### src/rtl/counter_seq_ctrl.sv
// Bounded up/down step counter sequenced by an IDLE/RUN/PAUSE command FSM.
// A prescaler paces steps at one per DIV clocks while running; all outputs are registered.
module counter_seq_ctrl #(
  parameter int unsigned DIV = 25_000_000
) (
  input  logic       clk,
  input  logic       rs,
  input  logic       start,
  input  logic       stop,
  input  logic       dir_tgl,
  input  logic       mode,
  input  logic [7:0] lo,
  input  logic [7:0] hi,
  output logic [7:0] q,
  output logic       ud,
  output logic       tick,
  output logic       bound,
  output logic [1:0] state
);

  typedef enum logic [1:0] {
    IDLE  = 2'b00,
    RUN   = 2'b01,
    PAUSE = 2'b10
  } state_e;

  localparam logic [24:0] PRESC_MAX = 25'(DIV - 1);

  state_e      state_q, state_d;
  logic [24:0] presc_q, presc_d;
  logic [7:0]  q_q, q_d;
  logic [7:0]  lo_q, lo_d;
  logic [7:0]  hi_q, hi_d;
  logic        ud_q, ud_d;
  logic        tick_q, tick_d;
  logic        bound_q, bound_d;

  logic        step;
  logic        at_lim;
  logic        load;
  logic [7:0]  step_q;
  logic        step_ud;

  always_ff @(posedge clk) begin
    if (rs) begin
      state_q <= IDLE;
      presc_q <= '0;
      q_q     <= '0;
      lo_q    <= '0;
      hi_q    <= '0;
      ud_q    <= 1'b1;
      tick_q  <= 1'b0;
      bound_q <= 1'b0;
    end else begin
      state_q <= state_d;
      presc_q <= presc_d;
      q_q     <= q_d;
      lo_q    <= lo_d;
      hi_q    <= hi_d;
      ud_q    <= ud_d;
      tick_q  <= tick_d;
      bound_q <= bound_d;
    end
  end

  // Stop outranks start in every state.
  always_comb begin
    state_d = state_q;
    unique case (state_q)
      IDLE:    if (!stop && start) state_d = RUN;
      RUN:     if (stop) state_d = PAUSE;
      PAUSE: begin
        if (stop)       state_d = IDLE;
        else if (start) state_d = RUN;
      end
      default: state_d = IDLE;
    endcase
  end

  always_comb begin
    step    = (state_q == RUN) && (presc_q == PRESC_MAX);
    at_lim  = ud_q ? (q_q == hi_q) : (q_q == lo_q);
    load    = (state_q == IDLE) && (state_d == RUN);
    step_q  = q_q;
    step_ud = ud_q;
    // Equal bounds freeze q and ud; only bound fires on each tick.
    if (step && (lo_q != hi_q)) begin
      if (!at_lim) begin
        step_q = ud_q ? q_q + 8'd1 : q_q - 8'd1;
      end else if (!mode) begin
        step_q = ud_q ? lo_q : hi_q;
      end else begin
        step_ud = ~ud_q;
        step_q  = ud_q ? hi_q - 8'd1 : lo_q + 8'd1;
      end
    end

    presc_d = ((state_q == RUN) && (state_d == RUN) && !step) ? presc_q + 25'd1 : '0;

    lo_d = lo_q;
    hi_d = hi_q;
    q_d  = step_q;
    if (load) begin
      lo_d = (lo > hi) ? hi : lo;
      hi_d = (lo > hi) ? lo : hi;
      q_d  = (lo > hi) ? hi : lo;
    end

    ud_d    = step_ud ^ dir_tgl;
    tick_d  = step;
    bound_d = step && at_lim;
  end

  always_comb begin
    q     = q_q;
    ud    = ud_q;
    tick  = tick_q;
    bound = bound_q;
    state = state_q;
  end

endmodule

### config.mk
export PLATFORM = sky130hd
export DESIGN_NAME = counter_seq_ctrl
export DESIGN_NICKNAME = d
export VERILOG_FILES = /design/src/rtl/counter_seq_ctrl.sv
export SDC_FILE = /design/constraint.sdc
export NUM_CORES = 1
export LEC_CHECK = 0
export ABC_AREA = 1
export CAP_MARGIN = 0
export CORE_UTILIZATION = 40
export CTS_CLUSTER_SIZE = 20
export DETAILED_ROUTE_END_ITERATION = 10
export PLACE_DENSITY_LB_ADDON = 0.12
export RECOVER_POWER = 100
export SYNTH_ARGS = -nofsm -noshare
export SYNTH_HDL_FRONTEND = slang
export SYNTH_SLANG_ARGS = --single-unit
### constraint.sdc
create_clock -name clk -period 2 [get_ports clk]
set_input_delay 0.4 -clock clk [delete_from_list [all_inputs] [get_ports clk]]
set_output_delay 0.4 -clock clk [all_outputs]
set_load 0.02 [all_outputs]
==> results.yml <==
final_layout:
  stdcell_count: 892
  fin_area_sq_um: 5280
  final_util: 0.533
  areaGrowthSynthToFinish_pct: 27.7
  fillCellCount: 994
  multi_input_area_sq_um: 2760
  seq_area_sq_um: 1080
  num-nets-final: 798
  antenna_cells: 0
  drive_above_1_share: 0.155
cts:
  cts.path.max_buffers: 2
  worstSkewPairLatency_ns: 0.32
  cts_root_buf: "clkbuf_8"
  cts_tree: "yes"
  cts_made_buffers: 5
  clk_pin_slew_ns: 0.11
  cts_max_level: 2
  holdBufCountCts: 0
  cts_sinks: 54
logic_synthesis:
  synth_area_sq_um: 4130
  synthArstFlopShare: 0
  synth_nets: 726
  synth-seq-cells: 54
  syn_inst: 686
  yosysUniqueCellTypes: 38
  syn_area_per_cell_sq_um: 6.03
  synth-seq-area-share: 0.262
  ys.flop_type: "dfxtp_1"
  synth_edf_count: 0
  ys_warn_count: 0
setup_path:
  r2r_cells: 15
  critPathKind: "reg -> out"
  crit_chain: "clkdlybuf4s50_1"
  worstPathRequired_ns: 1.60
  arrival_ns: 1.49
  critPathMaxFanout: 7
  cpPeakStageDelay_ns: 0.66
  critPathSlowestCell: "clkdlybuf4s50_1"
  critPathBufInv: 1
  crit_path_start_kind: "register"
  cp_num_cells: 1
  critical_path.top_delay_family: "buffers and inverters"
  critical_path.endpoint_type: "output port"
sta:
  slew_violations: 0
  fin_ws_ns: 0.106
  relSlewSlack: 0.750
  tns_ns: 0
  whs_ns: 0.474
  tightest_slew_ns: 0.372
  skew_ns: 0.0200
  max_freq_mhz: 528
  hold_viol_final: 0
  finalCriticalPeriod_ns: 1.89
  setup_viol: 0
  post-route-period-util: 0.947
pwr:
  vdd_drop_max_mv: 0.276
  power_mw: 2.95
  leakagePower_nw: 2.54
  p_per_area_nw_per_um2: 559
outcome:
  status: "completed"
floorplanning:
  dieWidth_microns: 104
  initial_core_util: 0.417
  ios: 35
  die_y_microns: 104
  num_rows: 36
  die-area_sq_um: 10700
  fp.coreArea_sq_um: 9910
global_route:
  grt_overflow: 0
  grt_pass1_wl_microns: 19400
  grt_usage: 0.218
  grt_max_degree: 31
  first_global_vias: 4315
  antenna_found_initial: 0
placement:
  dp_hpwl_microns: 9260
  placed_area_sq_um: 4970
  place_inst: 882
  portBuffers: 34
  pre_cts_ws_ns: -0.418
  place.gp.congestion: 0.898
routing:
  drc: 0
  via_per_inst: 5.18
  drtIter0Drc: 256
  via_count: 4619
  wl_microns: 11800
  drt_first_pass_iters: 6
  detail-route-antenna-nets: 0
  wire_per_inst_microns: 13.3
run:
  drv_cap: 0
min_path:
  holdPathStages: 1
  hold_path.class: "reg -> reg"
-- placed cells by master (no fill, tap or decap), types with 5 or more instances in the layout --
master,n
xnor2_1,5
o21ai_0,14
nor2_1,72
nor2_2,11
inv_2,8
a21oi_1,43
o211ai_1,14
nand3_1,71
inv_1,77
buf_12,5
nor3_1,13
clkdlybuf4s50_1,16
xor2_1,13
a21oi_2,5
dlymetal6s2s_1,14
nand2_2,9
buf_4,44
ha_4,5
dfxtp_1,53
ha_1,11
nand4_1,11
nand2_1,189
clkbuf_8,5
-- cell usage after synthesis, drive strengths merged (12+ instances only) --
cell / number / area [sq um]
nor3: 15 / 85.1
dfxtp: 54 / 1080
nor2: 85 / 332
buf: 12 / 71.3
nand2: 200 / 771
inv: 86 / 323
ha: 17 / 213
xor2: 13 / 114
nand3: 75 / 380
a21oi: 48 / 244
o21ai: 17 / 85.1
o211ai: 14 / 105
-- report_power, final --
group	switching [mW]	internal, mW	total [mW]
Clock	0.407	0.261	0.668
Sequential	0.0856	1.12	1.21
Combinational	0.609	0.472	1.08
-- state kept, by name (all words and copies together), names as in the netlist --
register and count:
presc_q 25, hi_q 8, lo_q 8, q 8
state 2, bound 1, tick 1, ud 1
-- cell families after synthesis --
| group | synth area share |
|---|---|
| AOI/OAI and AO/OA | 0.118 |
| xor gates and xnor gates | 0.0381 |
| adders and majority gates | 0.0563 |
| buffers and inverters | 0.105 |
| DFF | 0.262 |
| and+or+nand+nor | 0.420 |
-- routing by layer --
metal,GRT usage,share of wire,vias to the layer above
li1,-,-,2351
met1,0.276,0.45,2100
met2,0.367,0.47,144
met3,0.0296,0.050,24
met4,0.0959,0.026,0
met5,0,0,-
-- timing repair --
action | in CTS | in global routing
setup endpoints to repair | 10 | 31
gates cloned | 0 | 2
pin swaps | 0 | 12
buffers inserted | 0 | 0
gates resized for setup | 9 | 54
-- cell type report --
class,count,share of cell area
Inverter,86,0.0616
Timing Repair Buffer,88,0.161
Sequential cell,54,0.205
Tap cell,133,0.0315
Multi-Input combinational cell,523,0.523
Clock buffer,5,0.0130
Clock inverter,3,0.00545
-- worst paths after layout --
kind	startpoint	to	slack (ns)
setup / recovery	q[1]	q[1]	0.11
hold / removal	presc_q[0]	presc_q[0]	0.47
setup reg to reg	ud	q[3]	0.14
hold reg to reg	presc_q[0]	presc_q[0]	0.47
(Power assumes the default switching activity.)
